--- src/rtl/systolic_pe.sv ---
// Weight-stationary systolic array processing element: int8 x int8 MAC into a
// 32-bit partial sum, with a double-buffered (shadow/active) weight register.
module systolic_pe (
  input  logic        clk,
  input  logic        rst,
  input  logic [31:0] pe_psum_in,
  input  logic [7:0]  pe_weight_in,
  input  logic        pe_accept_w_in,
  input  logic [7:0]  pe_input_in,
  input  logic        pe_valid_in,
  input  logic        pe_switch_in,
  input  logic        pe_enabled,
  output logic [31:0] pe_psum_out,
  output logic [7:0]  pe_weight_out,
  output logic [7:0]  pe_input_out,
  output logic        pe_valid_out,
  output logic        pe_switch_out
);

  logic [7:0]  r_inactive_w;
  logic [7:0]  r_active_w;
  logic [31:0] r_psum;
  logic [7:0]  r_weight;
  logic [7:0]  r_input;
  logic        r_valid;
  logic        r_switch;

  logic signed [15:0] w_product;
  logic [31:0]        w_product_ext;
  logic [31:0]        w_mac;
  logic [31:0]        w_psum_next;

  // Product uses the pre-edge active weight, so a same-cycle switch cannot affect it.
  assign w_product     = $signed(pe_input_in) * $signed(r_active_w);
  assign w_product_ext = {{16{w_product[15]}}, w_product};
  assign w_mac         = w_product_ext + pe_psum_in;
  // Bubble cycles pass the north psum straight through, independent of pe_input_in.
  assign w_psum_next   = pe_valid_in ? w_mac : pe_psum_in;

  always_ff @(posedge clk) begin
    if (rst) begin
      r_inactive_w <= 8'd0;
      r_active_w   <= 8'd0;
      r_psum       <= 32'd0;
      r_weight     <= 8'd0;
      r_input      <= 8'd0;
      r_valid      <= 1'b0;
      r_switch     <= 1'b0;
    end else if (!pe_enabled) begin
      r_psum   <= 32'd0;
      r_weight <= 8'd0;
      r_input  <= 8'd0;
      r_valid  <= 1'b0;
      r_switch <= 1'b0;
    end else begin
      if (pe_accept_w_in) begin
        r_inactive_w <= pe_weight_in;
        r_weight     <= pe_weight_in;
      end else begin
        r_weight     <= 8'd0;
      end
      if (pe_switch_in) begin
        r_active_w <= r_inactive_w;
      end
      r_switch <= pe_switch_in;
      r_psum   <= w_psum_next;
      r_input  <= pe_input_in;
      r_valid  <= pe_valid_in;
    end
  end

  assign pe_psum_out   = r_psum;
  assign pe_weight_out = r_weight;
  assign pe_input_out  = r_input;
  assign pe_valid_out  = r_valid;
  assign pe_switch_out = r_switch;

endmodule

--- config.mk ---
export PLATFORM = sky130hd
export DESIGN_NAME = systolic_pe
export DESIGN_NICKNAME = d
export VERILOG_FILES = /design/src/rtl/systolic_pe.sv
export SDC_FILE = /design/constraint.sdc
export NUM_CORES = 1
export LEC_CHECK = 0
export CAP_MARGIN = 20
export CORE_MARGIN = 2
export CORE_UTILIZATION = 50
export CTS_BUF_LIST = sky130_fd_sc_hd__clkbuf_2 sky130_fd_sc_hd__clkbuf_4 sky130_fd_sc_hd__clkbuf_8
export DETAILED_ROUTE_END_ITERATION = 6
export PLACE_DENSITY = 0.76
export SLEW_MARGIN = 15
export SYNTH_ARGS = -nofsm -noshare
export SYNTH_HDL_FRONTEND = slang
export SYNTH_SLANG_ARGS = --single-unit
--- constraint.sdc ---
create_clock -name clk -period 8.64 [get_ports clk]
set_input_delay 1.728 -clock clk [delete_from_list [all_inputs] [get_ports clk]]
set_output_delay 1.728 -clock clk [all_outputs]
set_load 0.005 [all_outputs]
## Word level (Yosys, flattened, before mapping)

Cells that the tools add are included.

| word-level totals | value |
|---|---|
| flip-flop bits (word level) | 66 |
| input bits | 54 |
| output and inout bits | 50 |
| logic and storage cells | 16 |

| cells by class | value |
|---|---|
| add/subtract/negate cells | 1 |
| $mul | 1 |
| mux-type cells | 1 |
| bitwise operators | 2 |
| reduce and logical (&&, ||, !) cells | 4 |

Operator list:

| operator | number |
|---|---|
| adder 32 bit | 1 |
| two-way mux 32 bit | 1 |
| multiplier 8 x 8 -> 16 bit | 1 |
| AND reduction 2 bit | 2 |
| OR reduction 3 bit | 1 |
| NOT 1 bit | 2 |
| OR reduction 2 bit | 1 |

## Depth between registers and ports, before layout

| logic depth | value |
|---|---|
| word-level depth | 3 |
| mapped depth | 29 |
| gate-level depth less buffers | 29 |

## Least setup slack after synthesis

Ideal clock, no wire load.

| timing path | value |
|---|---|
| kind | input-to-reg |
| from | input pe_input_in[0] |
| to | register r_psum[31], in the netlist pe_psum_out[31] |
| setup time | 118 ps |
| arrival | 7906 ps |
| data required time | 8522 ps |
| slack | 616 ps |
| stages on the path | 25 |
| path buffers | 0 |
| cell sequence | nand2b_1 > fa_1 > fa_1 > inv_1 > fa_1 > inv_1 > fa_1 > inv_1 > ha_1 > nand2_1 > o21ai_1 > o41ai_1 > o2111ai_1 > o211ai_1 > xnor2_1 > ha_1 > a21o_1 > o21a_1 > a311oi_2 > o211a_4 > o31ai_2 > a221oi_2 > xnor2_1 > nand2_1 > mux2i_1 |

| between the ends | value |
|---|---|
| word-level cells in the longest chain between the ends | 3 |

RTL lines:

| element | line | RTL |
|---|---|---|
| start, declared | 9 | `input logic [7:0] pe_input_in,` |
| multiplier 8 x 8 -> 16 bit | 34 | `assign w_product = $signed(pe_input_in) * $signed(r_active_w);` |
| adder 32 bit | 36 | `assign w_mac = w_product_ext + pe_psum_in;` |
| two-way mux 32 bit | 38 | `assign w_psum_next = pe_valid_in ? w_mac : pe_psum_in;` |
| end signal, assigned | 66 | `r_psum <= w_psum_next;` |
| end, declared | 22 | `logic [31:0] r_psum;` |

Every way passes these cells.
A chain may end at the register's enable or synchronous reset.

## Worst setup path in the final report

| timing path | value |
|---|---|
| from | input pe_input_in[2] |
| to | register r_psum[31], in the netlist pe_psum_out[31] |

Same word-level chain as after synthesis.

==> qor.yml <==
placement.io_buffers: 103
area_growth_pct: 23.90
floorplan.die.width_um: 115.2
clk_transition_reported_paths_ns: 0.07
grt_setup_unrepaired: "no"
synth_area_leader_cell: "sky130_fd_sc_hd__dfxtp_1"
place_congestion: 0.9282
synth.area.top_cells: "sky130_fd_sc_hd__dfxtp_1, sky130_fd_sc_hd__fa_1, sky130_fd_sc_hd__ha_1"
via_count_of_the_first_global_routing_pass: 5292
route.antenna.remaining_nets: 0
whs_endpoint: "r_inactive_w[4]$_SDFFE_PP0P_"
first_iter_violations: 244
crit_path_max_fanout: 11
grt_antenna_before_repair: 0
vias: 5261
grt_use_total: 0.2332
initial_core_util: 0.5126
drc: 0
cts_hold_buffers: 0
register_bit_count_reported_by_yosys: 66
post_cts_resize_count: 0
hold_path_class: "register to register"
non_filler_instance_count_after_layout: 991
antenna_cells_inserted: 0
grt.overflow.total: 0
cts-root-to-sink-buffers: 2
ys_types: 53
cts.sinks: 66
cts_htree_levels: 3
synth-edff-count: 0
number_of_buffers_added_by_the_clock_tree_synthesis_step: 9
worst_clock_skew_ns: 0.01091
outcome: "finished clean"
finish.net_count: 989
detail_route.vias_per_cell: 5.309
grt_pass1_wl_um: 24480
chipHeight_um: 115.2
gr-max-usage-layer: "met2"
grt_use_met1: 0.2824
critical_path_arrival_ns: 8.31
floorplan.core_area_um2: 12060
hold_path_depth: 2
detail_route.wl_per_cell_um: 14.74
timing.reg2reg.setup_slack_ns: 1.93
clk_root_buffer_cell: "sky130_fd_sc_hd__clkbuf_8"
cts_tree: "done"
relSlewSlack: 0.5596
timing.setup.critical_path_class: "input pin to register"
report.final.hold_viol_count: 0
post_cts_buffers: 0
syn_nets: 878
report.final.slew_viol_count: 0
synthesis.yosys.warnings: 0
fin_tns_setup_ns: 0
cp_data_required_time_ns: 8.89
layout_min_cycle_time_ns: 8.064
synth-seq-area-share: 0.2137
rr_startpoint: "r_active_w[7]$_SDFFE_PP0P_"
grt_start_max_net_pins: 40
drv_cap: 0
first_pass_iters: 4
synthesis.instances: 708
max-vdd-ir-drop_mv: 0.09446
netlist.area_leader.share: 0.2137
die_area_um2: 13270
clk-insertion-delay-late_ns: 0.37
type_of_origin_of_the_critical_path: "input pin"
post-dp-hpwl_um: 11770
synthesis.area_per_instance_um2: 8.732
period_share: 0.9333
power-per-cell-area_nw_per_um2: 109.4
max_slew.worst_pin.slew_ns: 0.6586
netlist_top_cells_count: "sky130_fd_sc_hd__inv_1, sky130_fd_sc_hd__dfxtp_1, sky130_fd_sc_hd__ha_1"
pleak_nw: 3.593
grtUsageMet2: 0.4102
report.final.setup_viol: 0
floorplan.rows: 40
pin_count: 104
fraction_of_layout_instances_using_a_drive_strength_above_1: 0.05346
fmax_ghz: 0.1240
synth_area_um2: 6182
synth-async-reset-ratio: 0
critical_path.endpoint_type: "register"
grt_use_met3: 0.04586
r2r.worst_path.cells: 26
num-fill-cells: 1032
post-place-cells: 976
synthFlopType: "sky130_fd_sc_hd__dfxtp_1"
timing.rr.end: "pe_psum_out[31]$_SDFF_PP0_"
worstHoldStart: "r_inactive_w[4]$_SDFFE_PP0P_"
yosys.cell_count.top_type: "sky130_fd_sc_hd__inv_1"
routed_wl_um: 14610
total_power_mw: 0.8378
-- layout by cell type (no fill, tap or decap), types with 18 or more instances in the layout --
cell type / synthesis / final
sky130_fd_sc_hd__fa_1: 56 / 56
sky130_fd_sc_hd__ha_1: 60 / 60
sky130_fd_sc_hd__inv_1: 98 / 98
sky130_fd_sc_hd__a21oi_1: 48 / 48
sky130_fd_sc_hd__mux2i_1: 18 / 18
sky130_fd_sc_hd__clkdlybuf4s50_1: 0 / 103
sky130_fd_sc_hd__dfxtp_1: 66 / 66
sky130_fd_sc_hd__a21o_1: 20 / 20
sky130_fd_sc_hd__nand2_1: 50 / 50
sky130_fd_sc_hd__xnor2_1: 30 / 30
sky130_fd_sc_hd__and2_1: 54 / 54
sky130_fd_sc_hd__nor2_1: 44 / 44
sky130_fd_sc_hd__nand3_1: 27 / 27
-- power breakdown --
group          switching, mW  internal, mW
clock network          0.124         0.145
registers            0.00599         0.319
logic                  0.125         0.119
total                  0.255         0.583
-- final cells by class --
class	count	area [um2]	share of cell area
Inverter	98	367.9	0.04802
Timing Repair Buffer	117	1136	0.1483
Clock inverter	3	40.04	0.005227
Sequential cell	66	1321	0.1725
Tap cell	168	210.2	0.02744
Clock buffer	12	152.6	0.01993
Multi-Input combinational cell	527	4432	0.5786
-- logic make-up (layout without fill, tap and decap cells) --
kind of cell	Yosys count	count (layout)	share of synthesized area
muxes	19	19	0.03096
xor gates and xnor gates	39	39	0.05525
and+or+nand+nor	226	226	0.1874
buffers and inverters	115	230	0.06982
AOI/OAI and AO/OA	127	127	0.1401
adders and majority gates	116	116	0.3028
DFF	66	66	0.2137
-- layer usage --
layer	part of all wire	up-vias	wire [um]
met1	0.43	2550	6222
met3	0.048	22	706
met5	0	-	0
met2	0.51	127	7391
met4	0.020	0	291
li1	-	2562	-
-- critical path: stages --
cell                              delay [ns]
sky130_fd_sc_hd__clkdlybuf4s50_1        0.64
sky130_fd_sc_hd__nand2_1                0.12
sky130_fd_sc_hd__fa_1                   0.48
sky130_fd_sc_hd__fa_1                   0.56
sky130_fd_sc_hd__inv_1                  0.06
sky130_fd_sc_hd__fa_1                   0.53
sky130_fd_sc_hd__inv_1                  0.05
sky130_fd_sc_hd__fa_1                   0.53
sky130_fd_sc_hd__inv_1                  0.04
sky130_fd_sc_hd__ha_1                   0.31
sky130_fd_sc_hd__nand2_1                0.06
sky130_fd_sc_hd__o21ai_1                0.19
sky130_fd_sc_hd__o41ai_1                0.09
sky130_fd_sc_hd__buf_4                  0.14
sky130_fd_sc_hd__o2111ai_1              0.18
sky130_fd_sc_hd__o211ai_1               0.13
sky130_fd_sc_hd__xnor2_1                0.34
sky130_fd_sc_hd__buf_4                  0.27
sky130_fd_sc_hd__ha_1                   0.31
sky130_fd_sc_hd__and3_1                 0.25
sky130_fd_sc_hd__a311oi_2               0.31
sky130_fd_sc_hd__o211a_4                0.22
sky130_fd_sc_hd__o31ai_2                0.11
sky130_fd_sc_hd__a221oi_2               0.27
sky130_fd_sc_hd__xnor2_1                0.15
sky130_fd_sc_hd__nand2_1                0.09
sky130_fd_sc_hd__mux2i_1                0.14
-- worst max path at each step --
stage	startpoint	endpoint
2_1_floorplan	pe_input_in[0]	pe_psum_out[31]$_SDFF_PP0_
3_3_place_gp	pe_input_in[7]	pe_psum_out[31]$_SDFF_PP0_
3_5_place_dp	pe_input_in[2]	pe_psum_out[31]$_SDFF_PP0_
4_1_cts	pe_input_in[2]	pe_psum_out[31]$_SDFF_PP0_
5_1_grt	pe_input_in[2]	pe_psum_out[31]$_SDFF_PP0_
6_report	pe_input_in[2]	pe_psum_out[31]$_SDFF_PP0_
-- per-stage QoR --
stage	cell area, um2	util	setup slack, ns	hold WS, ns
floorplan	6182	-	0.6157	0.4366
global placement	7467	0.6191	0.3478	0.4517
detailed placement	7467	0.6191	0.1848	0.4497
CTS	7660	0.6351	0.5641	0.4590
global route	7660	0.6351	0.1140	0.4833
finish	7660	0.6351	0.5762	0.4583
-- registers in the layout, indices dropped and copies added (netlist names) --
signal / flops
pe_psum_out: 32
pe_input_out: 8
pe_weight_out: 8
r_active_w: 8
r_inactive_w: 8
pe_switch_out: 1
pe_valid_out: 1
(Power assumes the default switching activity.)
